$ cat config.mk
export PLATFORM = sky130hd
export DESIGN_NAME = bullets_pool
export DESIGN_NICKNAME = d
export VERILOG_FILES = /design/src/rtl/bullets_pkg.sv /design/src/rtl/bullet_slot.sv /design/src/rtl/bullets_pool.sv
export SDC_FILE = /design/constraint.sdc
export NUM_CORES = 1
export LEC_CHECK = 0
export BUFFER_PORTS_ARGS = -buffer_cell sky130_fd_sc_hd__buf_2
export CORE_MARGIN = 1.5
export CORE_UTILIZATION = 55
export DETAILED_ROUTE_END_ITERATION = 7
export GPL_TIMING_DRIVEN = 1
export PLACE_DENSITY_LB_ADDON = 0.08
export SETUP_SLACK_MARGIN = 0.5
export SYNTH_ARGS = -nofsm -noshare
export SYNTH_HDL_FRONTEND = slang
export SYNTH_SLANG_ARGS = --single-unit
$ cat constraint.sdc
create_clock -name clk -period 2.9 [get_ports clk]
set_input_delay 0.435 -clock clk [delete_from_list [all_inputs] [get_ports clk]]
set_output_delay 0.435 -clock clk [all_outputs]
set_load 0.005 [all_outputs]
$ cat src/rtl/bullets_pkg.sv
// rtl/bullets_pkg.sv - shared types, sizes and helpers for the player bullet pool
package bullets_pkg;

  localparam int NUM_BULLETS = 3;
  localparam int COORD_W     = 11;

  // One bullet slot: active means FLYING, (x, y) is the top-left corner.
  typedef struct packed {
    logic               active;
    logic [COORD_W-1:0] x;
    logic [COORD_W-1:0] y;
  } slot_t;

  // Number of set bits in a slot vector (0..3).
  function automatic logic [1:0] popcount3(input logic [NUM_BULLETS-1:0] v);
    return {1'b0, v[0]} + {1'b0, v[1]} + {1'b0, v[2]};
  endfunction

endpackage

$ cat src/rtl/bullet_slot.sv
// rtl/bullet_slot.sv - one bullet slot: IDLE/FLYING state, per-frame move, kill and pixel hit test
module bullet_slot
  import bullets_pkg::*;
#(
  parameter int BULLET_W = 4,
  parameter int BULLET_H = 8,
  parameter int SPEED    = 4
) (
  input  logic               clk,
  input  logic               resetN,
  input  logic               start_of_frame,
  input  logic               spawn,
  input  logic               kill,
  input  logic [COORD_W-1:0] spawn_x,
  input  logic [COORD_W-1:0] spawn_y,
  input  logic [COORD_W-1:0] pixel_x,
  input  logic [COORD_W-1:0] pixel_y,
  output logic               active,
  output logic               active_next,
  output logic               hit
);

  slot_t slot_q, slot_d;

  logic [COORD_W:0] x_end;
  logic [COORD_W:0] y_end;

  // State register: asynchronous reset drops the bullet immediately.
  always_ff @(posedge clk or negedge resetN) begin
    if (!resetN) begin
      slot_q <= '0;
    end else begin
      slot_q <= slot_d;
    end
  end

  // Next state: kill beats everything, then spawn, then the upward move.
  always_comb begin
    slot_d = slot_q;
    if (kill) begin
      slot_d.active = 1'b0;
    end else if (start_of_frame) begin
      if (spawn) begin
        slot_d.active = 1'b1;
        slot_d.x      = spawn_x;
        slot_d.y      = spawn_y;
      end else if (slot_q.active) begin
        if (slot_q.y >= COORD_W'(SPEED)) begin
          slot_d.y = slot_q.y - COORD_W'(SPEED);
        end else begin
          slot_d.active = 1'b0;
        end
      end
    end
  end

  // Outputs: hit test with one extra bit so x+W / y+H cannot wrap.
  always_comb begin
    x_end       = {1'b0, slot_q.x} + (COORD_W+1)'(BULLET_W);
    y_end       = {1'b0, slot_q.y} + (COORD_W+1)'(BULLET_H);
    active      = slot_q.active;
    active_next = slot_d.active;
    hit         = slot_q.active
                & ({1'b0, pixel_x} >= {1'b0, slot_q.x}) & ({1'b0, pixel_x} < x_end)
                & ({1'b0, pixel_y} >= {1'b0, slot_q.y}) & ({1'b0, pixel_y} < y_end);
  end

endmodule

$ cat src/rtl/bullets_pool.sv
// rtl/bullets_pool.sv - three-slot player bullet pool: fire latch, allocator, renderer (optional BULLETS_COOLDOWN_EN)
module bullets_pool
  import bullets_pkg::*;
#(
  parameter int         BULLET_W     = 4,
  parameter int         BULLET_H     = 8,
  parameter int         SPEED        = 4,
  parameter logic [7:0] BULLET_COLOR = 8'hFC
`ifdef BULLETS_COOLDOWN_EN
  ,
  parameter int         COOLDOWN_FRAMES = 8
`endif
) (
  input  logic                   clk,
  input  logic                   resetN,
  input  logic                   startOfFrame,
  input  logic                   fireRequest,
  input  logic [COORD_W-1:0]     fireX,
  input  logic [COORD_W-1:0]     fireY,
  input  logic [COORD_W-1:0]     pixelX,
  input  logic [COORD_W-1:0]     pixelY,
  input  logic [NUM_BULLETS-1:0] collision,
  output logic [NUM_BULLETS-1:0] bulletDrawingRequest,
  output logic [7:0]             bulletRGB,
  output logic                   fireAck,
  output logic [1:0]             activeCount
);

  logic                   pend_q, pend_d;
  logic [COORD_W-1:0]     fire_x_q, fire_x_d;
  logic [COORD_W-1:0]     fire_y_q, fire_y_d;
  logic                   ack_q, ack_d;
  logic [NUM_BULLETS-1:0] drq_q, drq_d;
  logic [7:0]             rgb_q, rgb_d;
  logic [1:0]             count_q, count_d;

  logic [NUM_BULLETS-1:0] slot_active, slot_active_next, slot_hit;
  logic [NUM_BULLETS-1:0] free_slots, spawn_sel, spawn_vec;
  logic [COORD_W-1:0]     spawn_y;
  logic                   fire_y_ok, cooldown_ok, accept;

  // Allocation: a slot must be idle before this frame's move; a slot being
  // hit this cycle is skipped so fireAck never reports a spawn that is lost.
  always_comb begin
    free_slots = ~slot_active & ~collision;
    spawn_sel  = free_slots & (~free_slots + 3'd1);
    fire_y_ok  = fire_y_q >= COORD_W'(BULLET_H);
    accept     = startOfFrame & pend_q & fire_y_ok & (|free_slots) & cooldown_ok;
    spawn_vec  = accept ? spawn_sel : '0;
    spawn_y    = fire_y_q - COORD_W'(BULLET_H);
  end

`ifdef BULLETS_COOLDOWN_EN
  logic [3:0] cooldown_q, cooldown_d;

  // Cooldown counter register.
  always_ff @(posedge clk or negedge resetN) begin
    if (!resetN) begin
      cooldown_q <= '0;
    end else begin
      cooldown_q <= cooldown_d;
    end
  end

  // Reload on a spawn, otherwise count frames down to zero.
  always_comb begin
    cooldown_ok = (cooldown_q == 4'd0);
    cooldown_d  = cooldown_q;
    if (accept) begin
      cooldown_d = 4'(COOLDOWN_FRAMES);
    end else if (startOfFrame && cooldown_q != 4'd0) begin
      cooldown_d = cooldown_q - 4'd1;
    end
  end
`else
  assign cooldown_ok = 1'b1;
`endif

  for (genvar i = 0; i < NUM_BULLETS; i++) begin : g_slot
    bullet_slot #(
      .BULLET_W (BULLET_W),
      .BULLET_H (BULLET_H),
      .SPEED    (SPEED)
    ) u_slot (
      .clk            (clk),
      .resetN         (resetN),
      .start_of_frame (startOfFrame),
      .spawn          (spawn_vec[i]),
      .kill           (collision[i]),
      .spawn_x        (fire_x_q),
      .spawn_y        (spawn_y),
      .pixel_x        (pixelX),
      .pixel_y        (pixelY),
      .active         (slot_active[i]),
      .active_next    (slot_active_next[i]),
      .hit            (slot_hit[i])
    );
  end

  // Fire latch: a new request wins over the frame-start clear, so a request
  // arriving with startOfFrame waits for the following frame.
  always_comb begin
    pend_d   = pend_q;
    fire_x_d = fire_x_q;
    fire_y_d = fire_y_q;
    if (fireRequest) begin
      pend_d   = 1'b1;
      fire_x_d = fireX;
      fire_y_d = fireY;
    end else if (startOfFrame) begin
      pend_d = 1'b0;
    end
  end

  // Output register inputs; activeCount tracks slot state on the same edge.
  always_comb begin
    ack_d   = accept;
    drq_d   = slot_hit;
    rgb_d   = (|slot_hit) ? BULLET_COLOR : 8'h00;
    count_d = popcount3(slot_active_next);
  end

  // Fire latch and output registers.
  always_ff @(posedge clk or negedge resetN) begin
    if (!resetN) begin
      pend_q   <= 1'b0;
      fire_x_q <= '0;
      fire_y_q <= '0;
      ack_q    <= 1'b0;
      drq_q    <= '0;
      rgb_q    <= 8'h00;
      count_q  <= 2'd0;
    end else begin
      pend_q   <= pend_d;
      fire_x_q <= fire_x_d;
      fire_y_q <= fire_y_d;
      ack_q    <= ack_d;
      drq_q    <= drq_d;
      rgb_q    <= rgb_d;
      count_q  <= count_d;
    end
  end

  assign bulletDrawingRequest = drq_q;
  assign bulletRGB            = rgb_q;
  assign fireAck              = ack_q;
  assign activeCount          = count_q;

endmodule

==> results.json, run 1 <==
{
  "hold_class": "input port to async pin",
  "hpwlAfterDp_um": 16400,
  "htree_levels": 3,
  "detail-route-antenna-nets": 0,
  "p_leak_nw": 4.80,
  "dp_cells": 1072,
  "place.gp.congestion": 0.918,
  "ys_warn_count": 0,
  "clockBufferDepth": 2,
  "relSlewSlack_pct": 47.2,
  "synthTopCellsByCount": "ha_1, dfrtp_1, inv_1, xnor2_1, nand2_1",
  "setup_viol": 0,
  "yosysMostFrequentCell": "ha_1",
  "drtPass1Iterations": 4,
  "ioPinCount": 65,
  "drc": 0,
  "syn_area_mm2": 0.00800,
  "final.min_clock_period_ns": 2.66,
  "antenna_found_initial": 0,
  "peakVddDrop_mv": 0.513,
  "cts-root-buf": "clkbuf_16",
  "clk_pin_slew_worst_paths_ns": 0.08,
  "num_vias": 6866,
  "async_flop_share_pct": 100,
  "drt_iter0_markers": 362,
  "port_buffers": 62,
  "clock_sinks": 99,
  "maxCapViolations": 0,
  "synth-seq-cells": 99,
  "routed_wl_um": 22900,
  "core-area_mm2": 0.0140,
  "arrival_ns": 2.90,
  "layout.nets": 1149,
  "status": "finished clean",
  "die-height_um": 124,
  "num-fill-cells": 990,
  "skew_ns": 0.00722,
  "first_global_vias": 6904,
  "start_util_pct": 56.9,
  "grt_use_total_pct": 30.8,
  "hold_viol": 0,
  "grt_pass1_wl_um": 35200,
  "fin_area_mm2": 0.0101,
  "drive_above_1_share_pct": 31.6,
  "clk_latency_ns": 0.36,
  "end_kind": "flop",
  "path_max_fanout": 7,
  "placed_area_mm2": 0.00859,
  "drv_slew": 0,
  "syn_area_per_cell_um2": 9.54,
  "rows": 43,
  "power_density_mw_per_mm2": 749,
  "pre_cts_slack_ns": -0.259,
  "diodes": 0,
  "wl_per_cell_um": 20.0,
  "yosys.area.top_type": "dfrtp_1",
  "rsz0062_at_grt": "yes",
  "synth.distinct_cells": 62,
  "synth_edf_count": 0,
  "fin_ws_ns": 0.243,
  "syn_to_final_growth_pct": 26.4,
  "synth_ff_type": "dfrtp_1",
  "critPathKind": "flop to flop",
  "cp.required_ns": 3.15,
  "final_cell_count_no_fill": 1146,
  "syn-instance-count": 838,
  "grt_overflow_total": 0,
  "numCtsBuffers": 9,
  "start_kind": "flop",
  "die_w_um": 124,
  "die_area_mm2": 0.0153,
  "yosysSeqAreaShare_pct": 31.0,
  "timing.fmax_mhz": 376,
  "grt_max_degree": 61,
  "via_per_inst": 5.99,
  "synthTopCellsByArea": "dfrtp_1, ha_1, xnor2_1, mux2_2, inv_1",
  "worstMarginPinSlew_ns": 0.786,
  "cts_tree": "yes",
  "netlist.area_leader.share_pct": 31.0,
  "post-route-period-util_pct": 91.6
}
[path summary, 6_finish.rpt]
kind	start	end	slack [ns]	cells past startpoint
min reg2reg	g_slot[0].u_slot.slot_q[12]	g_slot[0].u_slot.slot_q[12]	0.52	1
max	fire_y_q[9]	g_slot[0].u_slot.slot_q[16]	0.24	8
max reg2reg	fire_y_q[9]	g_slot[0].u_slot.slot_q[16]	0.24	8
max in group asynchronous	resetN	g_slot[0].u_slot.slot_q[13]	2.09	2
min in group clk	fireY[4]	fire_y_q[4]	0.30	3
min	resetN	g_slot[2].u_slot.slot_q[16]	0.06	1
[report_power, final]
group | switching (W) | internal, W
logic | 0.00214 | 0.00196
registers | 0.000451 | 0.00177
clock network | 0.000564 | 0.000677
[repair_timing]
| action | 4_1_cts | 5_1_grt |
|---|---|---|
| buffers inserted | 38 | 14 |
| pin swaps | 24 | 20 |
| setup endpoints to repair | 70 | 73 |
| hold buffers | 0 | 0 |
| gates resized for setup | 107 | 73 |
| gates cloned | 6 | 0 |
[logic make-up (layout without fill, tap and decap cells)]
kind of cell | count (synthesis) | count (layout) | share of synthesized area, %
flip-flops | 99 | 99 | 31.0
other | 1 | 2 | 0.0469
AO/OA/AOI/OAI | 175 | 175 | 14.1
XOR/XNOR | 59 | 59 | 6.46
multiplexers | 51 | 51 | 7.57
buffers and inverters | 112 | 239 | 6.29
adder cells (fa/ha/maj) | 137 | 137 | 21.5
AND/OR/NAND/NOR | 204 | 204 | 13.0
[critical path: stages (launching register included)]
cell and delay [ns]:
dfrtp_1 0.39, or4_4 0.53, or4b_4 0.51, o211ai_4 0.27, buf_6 0.14, nand2b_4 0.14
buf_6 0.11, buf_12 0.13, mux2_2 0.33
[area by class of cell]
class / count / area, µm² / share of cell area (%)
well taps: 180 / 225 / 2.23
clock inverters: 5 / 61.3 / 0.607
inverters: 83 / 317 / 3.13
repair buffers: 140 / 1180 / 11.7
clock buffers: 11 / 233 / 2.30
multi-input cells: 628 / 5600 / 55.5
flip-flops and latches: 99 / 2490 / 24.6
[metrics by stage]
stage               hold slack, ns  utilization (%)  total power [W]  TNS, ns
floorplan                    0.139                -          0.00453        0
global placement             0.459             61.2          0.00532  -0.0316
detailed placement           0.465             61.2          0.00551   -0.310
CTS                         0.0746             69.0          0.00716        0
global route                 0.100             71.9          0.00815        0
finish                      0.0609             71.9          0.00756        0
[placed cells by master, fill, tap and decap left out, drive strengths merged, types with 8 or more instances in the layout]
cell,count
a31oi,8
o21ai,41
a21oi,50
inv,85
ha,136
nor4,9
nand3,38
nor3,20
xnor2,59
nand2b,10
nand2,52
buf,140
dfrtp,99
a21o,17
mux2,46
nand4,9
nor2,29
clkbuf,11
nor2b,10
[layer usage]
layer | wire (µm) | vias up | share of wire (%) | global-route usage (%)
met3 | 1340 | 51 | 5.9 | 5.95
met2 | 10400 | 220 | 45 | 47.8
met4 | 648 | 0 | 2.8 | 11.1
met1 | 10600 | 3333 | 46 | 43.1
li1 | - | 3262 | - | -
met5 | 0 | - | 0 | 0
[registers in the layout, indices dropped and copies added, names as in the netlist, named ones only]
signal	flops
activeCount	2
g_slot.u_slot.slot_q	60
fireAck	1
g_slot.u_slot.active	3
fire_x_q	11
bulletRGB	1
bulletDrawingRequest	3
pend_q	1
fire_y_q	11
(Power assumes the default switching activity.)
==> run 2: changes to the inputs <==
==> constraint.sdc (replaced) <==
create_clock -name clk -period 2.55 [get_ports clk]
set_input_delay 0.765 -clock clk [delete_from_list [all_inputs] [get_ports clk]]
set_output_delay 0.765 -clock clk [all_outputs]
set_load 0.005 [all_outputs]
==> results.json, run 2 (synthesized netlist as in run 1, its figures left out) <==
{
  "hpwlAfterDp_um": 17100,
  "layout_common_cells": "ha_1, dfrtp_1, buf_4, inv_1, buf_2",
  "numCtsBuffers": 9,
  "syn_to_final_growth_pct": 31.2,
  "start_kind": "flop",
  "clk_pin_slew_worst_paths_ns": 0.08,
  "rows": 43,
  "violations": "negative setup slack",
  "switchingPower_w": 0.00373,
  "cts_tree": "yes",
  "grt_overflow_total": 0,
  "grt_pass1_wl_um": 35500,
  "worstMarginPinSlew_ns": 0.917,
  "p_leak_nw": 5.05,
  "pre_cts_slack_ns": -0.169,
  "peakVddDrop_mv": 0.465,
  "drv_slew": 0,
  "first_global_vias": 6895,
  "end_kind": "flop",
  "hold_class": "input port to async pin",
  "antenna_found_initial": 0,
  "hold_buffers": 0,
  "drive_above_1_share_pct": 35.9,
  "diodes": 0,
  "die_area_mm2": 0.0153,
  "drc": 0,
  "hold_viol": 0,
  "wl_per_cell_um": 19.3,
  "grt_max_degree": 45,
  "drtPass1Iterations": 5,
  "p_comb_share_pct": 55.5,
  "via_per_inst": 5.95,
  "critPathKind": "flop to flop",
  "num_vias": 7064,
  "detail-route-antenna-nets": 0,
  "post-route-period-util_pct": 106,
  "maxCapViolations": 0,
  "port_buffers": 62,
  "reg2reg_slack_ns": -0.16,
  "p_clk_share_pct": 15.7,
  "top_regs": "g_slot.u_slot.slot_q (60), fire_x_q (11), fire_y_q (11)",
  "fin_ws_ns": -0.158,
  "setup_viol": 39,
  "grt_use_total_pct": 30.7,
  "clock_sinks": 99,
  "relSlewSlack_pct": 38.4,
  "power_density_mw_per_mm2": 838,
  "path_max_fanout": 5,
  "ioPinCount": 65,
  "drt_iter0_markers": 566,
  "place.gp.congestion": 0.927,
  "cp.required_ns": 2.84,
  "final.min_clock_period_ns": 2.71,
  "cp-startpoint": "fire_y_q[9]",
  "die-height_um": 124,
  "top_register": "g_slot.u_slot.slot_q",
  "cts-root-buf": "clkbuf_16",
  "timing.rr.start": "fire_y_q[9]",
  "p_sw_share_pct": 42.5,
  "clk_latency_ns": 0.36,
  "timing.fmax_mhz": 369,
  "core-area_mm2": 0.0140,
  "final_common_cell": "ha_1",
  "htree_levels": 3,
  "routed_wl_um": 22900,
  "internal_power_w": 0.00505,
  "setup_tns_ns": -3.32,
  "start_util_pct": 56.9,
  "rsz0062_at_grt": "yes",
  "layout.nets": 1190,
  "largest_reg_flops": 60,
  "arrival_ns": 3.00,
  "status": "finished, violations left",
  "skew_ns": 0.0135,
  "die_w_um": 124,
  "seqPwrFrac_pct": 28.9,
  "clockBufferDepth": 2
}
run 2: cell count changes in the layout (fill, tap and decap cells not counted), moves of 4 or more:
| cell | previous run | this run |
|---|---|---|
| buf_4 | 49 | 91 |
| nand2_1 | 45 | 34 |
| o21ai_1 | 5 | 16 |
| nand2_2 | 2 | 11 |
| o21ai_0 | 23 | 18 |
| o21ai_2 | 12 | 7 |
| nor2_4 | 5 | 9 |
run 2: timing repair:
item | CTS | global route
pin swaps | 39 | 20
setup endpoints to repair | 76 | 76
setup buffers | 20 | 5
cloned | 5 | 0
resized for setup | 94 | 98
endpoints found under the hold margin | 0 | 0
run 2: worst paths after layout:
| kind | endpoint | cells after the start |
|---|---|---|
| worst min register to register | g_slot[1].u_slot.slot_q[12] | 1 |
| worst max register to register | activeCount[0] | 7 |
| worst min-delay path | g_slot[2].u_slot.slot_q[15] | 1 |
| worst max-delay path | activeCount[0] | 7 |
| max in group asynchronous | g_slot[0].u_slot.slot_q[14] | 2 |
| min in group clk | g_slot[1].u_slot.slot_q[12] | 1 |
run 2: power groups by stage:
stage | clock (W) | combinational, W | sequential [W]
floorplan | 0 | 0.00286 | 0.00236
global placement | 0 | 0.00399 | 0.00247
detailed placement | 0 | 0.00417 | 0.00249
CTS | 0.00140 | 0.00453 | 0.00249
global route | 0.00145 | 0.00535 | 0.00259
finish | 0.00138 | 0.00487 | 0.00254
run 2: metal layers:
metal	wire length (µm)	GRT usage (%)	part of all wire (%)
met5	0	0	0
met4	495	10.1	2.2
met3	1520	5.91	6.7
met2	10300	47.0	45
met1	10500	43.9	46
run 2: worst max-delay path: stages (launching register included):
cell	delay, ns
dfrtp_1	0.39
or4_4	0.54
or4b_4	0.52
o211ai_4	0.29
nor4_4	0.09
o21bai_2	0.18
o21ai_2	0.10
fa_2	0.53
run 2: through the flow:
stage | total power (W) | util [%] | hold slack, ns | std cells | area (µm²)
2_1_floorplan | 0.00522 | - | 0.449 | 839 | 8140
3_3_place_gp | 0.00646 | 65.3 | 0.484 | 1141 | 9170
3_5_place_dp | 0.00666 | 65.3 | 0.494 | 1141 | 9170
4_1_cts | 0.00842 | 71.8 | 0.268 | 1182 | 10100
5_1_grt | 0.00939 | 74.7 | 0.282 | 1187 | 10500
6_report | 0.00879 | 74.7 | 0.269 | 1187 | 10500
run 2: layout make-up:
cell class | count | area, µm²
clock buffer | 9 | 225
clock inverter | 7 | 67.6
fill | 952 | 3550
inverter | 83 | 317
multi-input combinational | 628 | 5720
sequential | 99 | 2480
tap | 180 | 225
timing repair buffer | 181 | 1450
